**src/rtl/rvvi_trace_pkg.sv**
```systemverilog
// rvvi_trace_pkg: shared constants and writeback-mask helper for the RVVI trace bridge
package rvvi_trace_pkg;
  localparam int ORDER_W = 64;
  localparam int X_REGS = 32;
  function automatic logic [X_REGS-1:0] onehot(input logic en, input logic [4:0] idx);
    return en ? X_REGS'(1) << idx : '0;
  endfunction
endpackage

```
**src/rtl/trace_fifo.sv**
```systemverilog
// trace_fifo: generic synchronous FIFO with registered fill level
module trace_fifo #(
  parameter type T = logic,
  parameter int DEPTH = 4
) (
  input  logic                     clk_i,
  input  logic                     rst_i,
  input  logic                     push,
  input  logic                     pop,
  input  T                         wdata,
  output T                         rdata,
  output logic                     full,
  output logic                     empty,
  output logic [$clog2(DEPTH):0]   level
);
  localparam int AW = $clog2(DEPTH);
  T mem [DEPTH];
  logic [AW-1:0] wr_ptr, rd_ptr;
  // payload storage needs no reset: it is only read when level is non-zero
  always_ff @(posedge clk_i) if (push) mem[wr_ptr] <= wdata;
  // pointers wrap naturally because DEPTH is a power of two
  always_ff @(posedge clk_i or posedge rst_i)
    if (rst_i) begin
      wr_ptr <= '0;
      rd_ptr <= '0;
      level  <= '0;
    end else begin
      if (push) wr_ptr <= wr_ptr + 1'b1;
      if (pop) rd_ptr <= rd_ptr + 1'b1;
      level <= level + (AW+1)'(push) - (AW+1)'(pop);
    end
  assign rdata = mem[rd_ptr];
  assign full  = level == (AW+1)'(DEPTH);
  assign empty = level == '0;
endmodule

```
**src/rtl/rvvi_trace_bridge.sv**
```systemverilog
// rvvi_trace_bridge: buffers RVFI retire records and presents them as RVVI records
module rvvi_trace_bridge
  import rvvi_trace_pkg::*;
#(
  parameter int XLEN = 32,
  parameter int FLEN = 32,
  parameter bit ISA_F = 1'b0,
  parameter int DEPTH = 4,
  parameter int STALL_MARGIN = 1
) (
  input  logic                   clk_i,
  input  logic                   rst_i,
  input  logic                   in_valid_i,
  input  logic [ORDER_W-1:0]     in_order_i,
  input  logic [31:0]            in_insn_i,
  input  logic [XLEN-1:0]        in_pc_rdata_i,
  input  logic [XLEN-1:0]        in_pc_wdata_i,
  input  logic                   in_trap_i,
  input  logic                   in_intr_i,
  input  logic                   in_halt_i,
  input  logic [1:0]             in_mode_i,
  input  logic [4:0]             in_rd_addr_i,
  input  logic [XLEN-1:0]        in_rd_wdata_i,
  input  logic                   in_frd_we_i,
  input  logic [4:0]             in_frd_addr_i,
  input  logic [FLEN-1:0]        in_frd_wdata_i,
  input  logic                   in_csr_we_i,
  input  logic [11:0]            in_csr_addr_i,
  input  logic [XLEN-1:0]        in_csr_wdata_i,
  output logic                   out_valid_o,
  input  logic                   out_ready_i,
  output logic [ORDER_W-1:0]     out_order_o,
  output logic [31:0]            out_insn_o,
  output logic [XLEN-1:0]        out_pc_rdata_o,
  output logic [XLEN-1:0]        out_pc_wdata_o,
  output logic                   out_trap_o,
  output logic                   out_intr_o,
  output logic                   out_halt_o,
  output logic [1:0]             out_mode_o,
  output logic [X_REGS-1:0]      out_x_wb_o,
  output logic [XLEN-1:0]        out_x_wdata_o,
  output logic [X_REGS-1:0]      out_f_wb_o,
  output logic [FLEN-1:0]        out_f_wdata_o,
  output logic                   out_csr_wb_o,
  output logic [11:0]            out_csr_addr_o,
  output logic [XLEN-1:0]        out_csr_wdata_o,
  output logic [$clog2(DEPTH):0] level_o,
  output logic                   stall_o,
  output logic                   overflow_o,
  output logic                   order_err_o
);
  localparam int LW = $clog2(DEPTH) + 1;
  typedef struct packed {
    logic [ORDER_W-1:0] order;
    logic [31:0]        insn;
    logic [XLEN-1:0]    pc_rdata;
    logic [XLEN-1:0]    pc_wdata;
    logic               trap;
    logic               intr;
    logic               halt;
    logic [1:0]         mode;
    logic [X_REGS-1:0]  x_wb;
    logic [XLEN-1:0]    x_wdata;
    logic [X_REGS-1:0]  f_wb;
    logic [FLEN-1:0]    f_wdata;
    logic               csr_wb;
    logic [11:0]        csr_addr;
    logic [XLEN-1:0]    csr_wdata;
  } trace_rec_t;
  trace_rec_t enc, head, shown;
  logic push, pop, full, empty, f_we, x_we;
  logic [LW-1:0] next_level;
  logic [ORDER_W-1:0] exp_order;
  // encode the retire into its stored form; unwritten destinations carry zero data
  always_comb begin
    x_we = in_rd_addr_i != 5'd0;
    f_we = ISA_F && in_frd_we_i;
    enc = '{
      order: in_order_i, insn: in_insn_i, pc_rdata: in_pc_rdata_i, pc_wdata: in_pc_wdata_i,
      trap: in_trap_i, intr: in_intr_i, halt: in_halt_i, mode: in_mode_i,
      x_wb: onehot(x_we, in_rd_addr_i), x_wdata: x_we ? in_rd_wdata_i : '0,
      f_wb: onehot(f_we, in_frd_addr_i), f_wdata: f_we ? in_frd_wdata_i : '0,
      csr_wb: in_csr_we_i, csr_addr: in_csr_we_i ? in_csr_addr_i : '0,
      csr_wdata: in_csr_we_i ? in_csr_wdata_i : '0};
    pop = !empty && out_ready_i;
    push = in_valid_i && (!full || pop);
    next_level = level_o + LW'(push) - LW'(pop);
    shown = empty ? '0 : head;
  end
  trace_fifo #(.T(trace_rec_t), .DEPTH(DEPTH)) u_fifo (
    .clk_i(clk_i), .rst_i(rst_i), .push(push), .pop(pop), .wdata(enc), .rdata(head),
    .full(full), .empty(empty), .level(level_o));
  // almost-full stall, sticky drop/order flags and expected-order tracking
  always_ff @(posedge clk_i or posedge rst_i)
    if (rst_i) begin
      stall_o     <= 1'b0;
      overflow_o  <= 1'b0;
      order_err_o <= 1'b0;
      exp_order   <= '0;
    end else begin
      stall_o <= next_level >= LW'(DEPTH - STALL_MARGIN);
      if (in_valid_i && !push) overflow_o <= 1'b1;
      if (in_valid_i && in_order_i != exp_order) order_err_o <= 1'b1;
      if (in_valid_i) exp_order <= in_order_i + 1'b1;
    end
  assign out_valid_o     = !empty;
  assign out_order_o     = shown.order;
  assign out_insn_o      = shown.insn;
  assign out_pc_rdata_o  = shown.pc_rdata;
  assign out_pc_wdata_o  = shown.pc_wdata;
  assign out_trap_o      = shown.trap;
  assign out_intr_o      = shown.intr;
  assign out_halt_o      = shown.halt;
  assign out_mode_o      = shown.mode;
  assign out_x_wb_o      = shown.x_wb;
  assign out_x_wdata_o   = shown.x_wdata;
  assign out_f_wb_o      = shown.f_wb;
  assign out_f_wdata_o   = shown.f_wdata;
  assign out_csr_wb_o    = shown.csr_wb;
  assign out_csr_addr_o  = shown.csr_addr;
  assign out_csr_wdata_o = shown.csr_wdata;
endmodule
```
**config.mk**
```make
export PLATFORM = sky130hd
export DESIGN_NAME = rvvi_trace_bridge
export DESIGN_NICKNAME = d
export VERILOG_FILES = /design/src/rtl/rvvi_trace_pkg.sv /design/src/rtl/trace_fifo.sv /design/src/rtl/rvvi_trace_bridge.sv
export SDC_FILE = /design/constraint.sdc
export NUM_CORES = 1
export LEC_CHECK = 0
export CORE_UTILIZATION = 40
export CTS_CLUSTER_DIAMETER = 100
export CTS_CLUSTER_SIZE = 12
export DETAILED_ROUTE_END_ITERATION = 16
export PLACE_DENSITY_LB_ADDON = 0.12
export SYNTH_ARGS = -nofsm -noshare
export SYNTH_HDL_FRONTEND = slang
export SYNTH_SLANG_ARGS = --single-unit
```
**constraint.sdc**
```tcl
create_clock -name clk_i -period 12.2 [get_ports clk_i]
set_clock_uncertainty 0.2 [all_clocks]
set_input_delay 1.22 -clock clk_i [delete_from_list [all_inputs] [get_ports clk_i]]
set_output_delay 1.22 -clock clk_i [all_outputs]
set_load 0.1 [all_outputs]
```
==> impl_metrics.tcl, run 1 <==
set metrics [dict create \
    run_status "finished, final reports clean" \
    critPathLaunchType "register" \
    drtPass1Iterations 5 \
    yosys.area_share.adder_pct 0.2277 \
    dieHeight_um 345.7 \
    place_congestion 0.8056 \
    grt_overflow 0 \
    final_common_cell "edfxtp_1" \
    vias 24080 \
    hold_viol 0 \
    cts-buffers-inserted 107 \
    post-dp-hpwl_um 68100 \
    drc 0 \
    synth-xor-area-share_pct 1.983 \
    cts-hold-fix-buffers 0 \
    synth_area_um2 47260 \
    portBuffers 531 \
    clockRootBuffer "clkbuf_16" \
    clk_pin_slew_ps 70 \
    yosys_register_bits 1170 \
    antenna_found_initial 4 \
    slew_headroom_pct 14.20 \
    nets 3315 \
    die_x_um 345.7 \
    cp-startpoint "u_fifo.rd_ptr[0]$_DFFE_PP0P_" \
    utilization_pct 48.81 \
    final-setup-viol-count 0 \
    die_area_um2 119500 \
    grt_max_degree 212 \
    critPathCaptureType "output port" \
    yosys.area_share.simple_pct 7.699 \
    synth_edf_count 1096 \
    area_delta_synth_final_pct 20.51 \
    synth.area.mux_share_pct 13.15 \
    ctsResizeCount 0 \
    maxCapViolations 0 \
    crit_fanout 46 \
    r2r_slack_ps 7680 \
    critPathRequiredTime_ps 10780 \
    drtIter0Drc 1393 \
    synth_compound_area_share_pct 1.083 \
    clkLatencyLatePin_ps 690 \
    critPathArrivalTime_ps 5280 \
    fin_area_um2 56950 \
    timing.hold.ws_ps 264.2 \
    track_usage_pct 18.82 \
    multiInputGateArea_um2 11680 \
    clockBufferDepth 3 \
    cts_tree "done" \
    seq_area_um2 34770 \
    synth_cell_types 49 \
    fillCellCount 9731 \
    post_drt_wl_per_cell_um 24.60 \
    layout-drive-gt1-share_pct 14.47 \
    rsz0062_at_grt "no" \
    clock_sinks 1170 \
    ant_nets 0 \
    place_area_um2 53980 \
    hold_path.startpoint "overflow_o$_DFFE_PP0P_" \
    cts_max_level 3 \
    seq_area_frac_synth_pct 73.56 \
    rows 125 \
    post_cts_buffers 0 \
    fin_tns_setup_ps 0 \
    core_area_um2 116700 \
    synth_top_family_by_area "multiplexers" \
    synth-main-ff-cell "edfxtp_1" \
    hold_class "reg -> reg" \
    report.final.slew_viol_count 0 \
    finalCritPeriodShare_pct 54.88 \
    ios 634 \
    syn_avg_cell_area_um2 19.07 \
    min_period_ps 6695 \
    worst_slew_pin_slew_ps 1283 \
    ys_async_sr_fraction_pct 6.325 \
    regToRegStartpoint "u_fifo.level[2]$_DFF_PP0_" \
    grt_first_pass_wirelength_um 168300 \
    layout_common_cells "1096 x edfxtp_1, 530 x clkdlybuf4s50_1, 353 x and2_1, 274 x mux4_2, 108 x clkbuf_16" \
    yosys_warnings 0 \
    via_per_inst 5.252 \
    wirelength_um 112800 \
    grt_pass1_vias 25390 \
    path_class "reg -> out" \
    start_util_pct 40.50 \
    timing.fmax_ghz 0.1494 \
    antennaDiodeCount 0 \
    syn-instance-count 2478 \
]
-- final timing paths --
check / to / depth (start not counted)
setup / recovery: out_pc_rdata_o[4] / 5
hold / removal: overflow_o$_DFFE_PP0P_ / 1
setup reg to reg: u_fifo.mem[3][143]$_DFFE_PP_ / 5
hold reg to reg: overflow_o$_DFFE_PP0P_ / 1
max in group asynchronous: u_fifo.rd_ptr[1]$_DFFE_PP0P_ / 3
min in group asynchronous: exp_order[57]$_DFFE_PP0P_ / 3
-- Yosys cell counts, types with 23 or more instances --
library cell  count  area, um2
edfxtp_1       1096      32910
and2_1          357       2233
mux4_2          274       6171
nor2_1           98      367.9
xnor2_1          94      823.3
clkbuf_1         81      304.0
dfrtp_1          74       1852
buf_4            64      480.5
a21oi_1          37      185.2
nand4_1          34      212.7
buf_2            30      150.1
nand2_1          24      90.09
nand3_1          23      115.1
-- per-stage QoR --
step / worst slack (ps) / instances
global route: 5029 / 4585
finish: 5505 / 4585
global placement: 5954 / 4433
CTS: 5193 / 4585
detailed placement: 5954 / 4433
floorplan: 3142 / 2545
-- flip-flops by register name (all words and copies together) (netlist names) --
register,cells
u_fifo.level,3
overflow_o,1
u_fifo.rd_ptr,2
stall_o,1
order_err_o,1
u_fifo.mem,1096
exp_order,64
u_fifo.wr_ptr,2
-- critical path: stages, from the launching register on --
cell and delay (ps):
dfrtp_4 980, buf_4 840, buf_4 880, mux4_2 600, and2_1 160, clkdlybuf4s50_1 1030
-- routing by layer --
| layer | part of all wire (%) | track usage, % | wire, um | up-vias |
|---|---|---|---|---|
| met1 | 41 | 24.01 | 45780 | 12670 |
| met4 | 2.1 | 4.744 | 2343 | 8 |
| li1 | - | - | - | 10600 |
| met2 | 52 | 32.87 | 58610 | 658 |
| met5 | 0.049 | 0 | 55 | - |
| met3 | 5.3 | 3.679 | 5993 | 138 |
-- logic make-up (layout without fill, tap and decap cells) --
| family | count (synthesis) | in the layout |
|---|---|---|
| flip-flops | 1170 | 1170 |
| multiplexers | 278 | 278 |
| adder cells (fa/ha/maj) | 8 | 8 |
| other | 1 | 68 |
| buffers and inverters | 209 | 725 |
| XOR/XNOR | 107 | 107 |
| AO/OA/AOI/OAI | 88 | 88 |
| AND/OR/NAND/NOR | 617 | 617 |
-- final cells by class --
type	count	area share [%]
Clock buffer	145	4.990
Clock inverter	7	0.2131
Inverter	14	0.09448
Multi-Input combinational cell	1166	20.51
Sequential cell	1170	61.06
Tap cell	1524	3.348
Timing Repair Buffer	559	9.786
Power of run 1 is not shown: default switching activity piles up to over one toggle a cycle in this logic, so the estimate is an artifact.
==> run 2, diff against run 1 <==
Clock period 12.2 ns to 6.6 ns, I/O delays scaled along.
==> impl_metrics.tcl, run 2 (same netlist as run 1, synthesis figures left out) <==
set metrics [dict create \
    run_status "finished, final reports clean" \
    clkLatencyLatePin_ps 670 \
    cts-buffers-inserted 107 \
    place_congestion 0.7943 \
    wirelength_um 112900 \
    clock_sinks 1170 \
    ctsResizeCount 0 \
    grt_overflow 0 \
    portBuffers 531 \
    fin_ws_ps 1729 \
    final-setup-viol-count 0 \
    utilization_pct 49.08 \
    grt_first_pass_wirelength_um 167800 \
    top_register "u_fifo.mem" \
    post-dp-hpwl_um 69190 \
    reg_top3 "u_fifo.mem x1096, exp_order x64, u_fifo.level x3" \
    clockRootBuffer "clkbuf_16" \
    layout_common_cells "1096 x edfxtp_1, 530 x clkdlybuf4s50_1, 353 x and2_1, 274 x mux4_2, 109 x clkbuf_16" \
    drtIter0Drc 1484 \
    slew_headroom_pct 15.57 \
    place_area_um2 54250 \
    cts_max_level 3 \
    area_delta_synth_final_pct 21.17 \
    antenna_found_initial 13 \
    rows 125 \
    track_usage_pct 18.77 \
    clk_pin_slew_ps 70 \
    fin_area_um2 57260 \
    routed.top_layer "met5" \
    via_per_inst 5.240 \
    critPathArrivalTime_ps 4010 \
    start_util_pct 40.50 \
    timing.fmax_ghz 0.2053 \
    report.final.slew_viol_count 0 \
    maxCapViolations 0 \
    rsz0062_at_grt "no" \
    layout-drive-gt1-share_pct 14.75 \
    finalCritPeriodShare_pct 73.81 \
    die_area_um2 119500 \
    worst_slew_pin_slew_ps 1262 \
    die_x_um 345.7 \
    wl_met2_um 57380 \
    largest_reg_flops 1096 \
    path_delay_family "buffers and inverters" \
    grt_max_degree 174 \
    critPathCaptureType "output port" \
    core_area_um2 116700 \
    vias 24120 \
    ios 634 \
    final_common_cell "edfxtp_1" \
    met3_length_um 5865 \
    ant_nets 0 \
    drtPass1Iterations 5 \
    r2r_slack_ps 3490 \
    min_period_ps 4871 \
    clockBufferDepth 3 \
    critPathRequiredTime_ps 5740 \
    nets 3325 \
    cpPeakStageDelay_ps 1060 \
    cts-hold-fix-buffers 1 \
    path_class "reg -> out" \
    slowest_stage "dfrtp_4" \
    drc 0 \
    crit_fanout 47 \
    wl_met1_um 46330 \
    fin_tns_setup_ps 0 \
    grt_pass1_vias 25370 \
    critPathLaunchType "register" \
    path_buf_inv 2 \
    crit_chain "buf_12 > mux4_2 > and2_1 > clkdlybuf4s50_1" \
    post_cts_buffers 0 \
    dp_slack_ps 2317 \
    cts_tree "done" \
    dieHeight_um 345.7 \
    hold_class "in -> reg" \
    hold_viol 0 \
    post_drt_wl_per_cell_um 24.53 \
]
[run 2: through the flow]
stage / std cells / hold WS [ps]
final: 4603 / 215.6
after detailed placement: 4442 / 254.9
after global routing: 4599 / 203.2
after CTS: 4596 / 161.2
after global placement: 4442 / 244.8
after floorplan: 2545 / 273.2
[run 2: final timing paths]
kind | startpoint | endpoint | cells past startpoint
max | u_fifo.rd_ptr[0]$_DFFE_PP0P_ | out_order_o[17] | 4
min | in_valid_i | exp_order[58]$_DFFE_PP0P_ | 2
max reg2reg | u_fifo.level[2]$_DFF_PP0_ | u_fifo.mem[2][202]$_DFFE_PP_ | 4
min reg2reg | order_err_o$_DFFE_PP0P_ | order_err_o$_DFFE_PP0P_ | 1
max in group asynchronous | rst_i | u_fifo.rd_ptr[1]$_DFFE_PP0P_ | 4
min in group asynchronous | rst_i | u_fifo.level[1]$_DFF_PP0_ | 3
[run 2: layout make-up]
type / instances / area [um2]
antenna: 7 / 17.52
clock buffer: 147 / 2870
clock inverter: 6 / 112.6
fill: 9632 / 59410
inverter: 14 / 53.80
multi-input combinational: 1166 / 11680
sequential: 1170 / 34770
tap: 1524 / 1907
timing repair buffer: 569 / 5851
[run 2: metal layers]
| metal | GRT usage [%] | up-vias |
|---|---|---|
| met5 | 0 | - |
| met4 | 6.005 | 14 |
| met3 | 3.738 | 157 |
| met2 | 31.94 | 661 |
| met1 | 24.13 | 12640 |
| li1 | - | 10650 |
Power of run 2 is left out for the same reason.
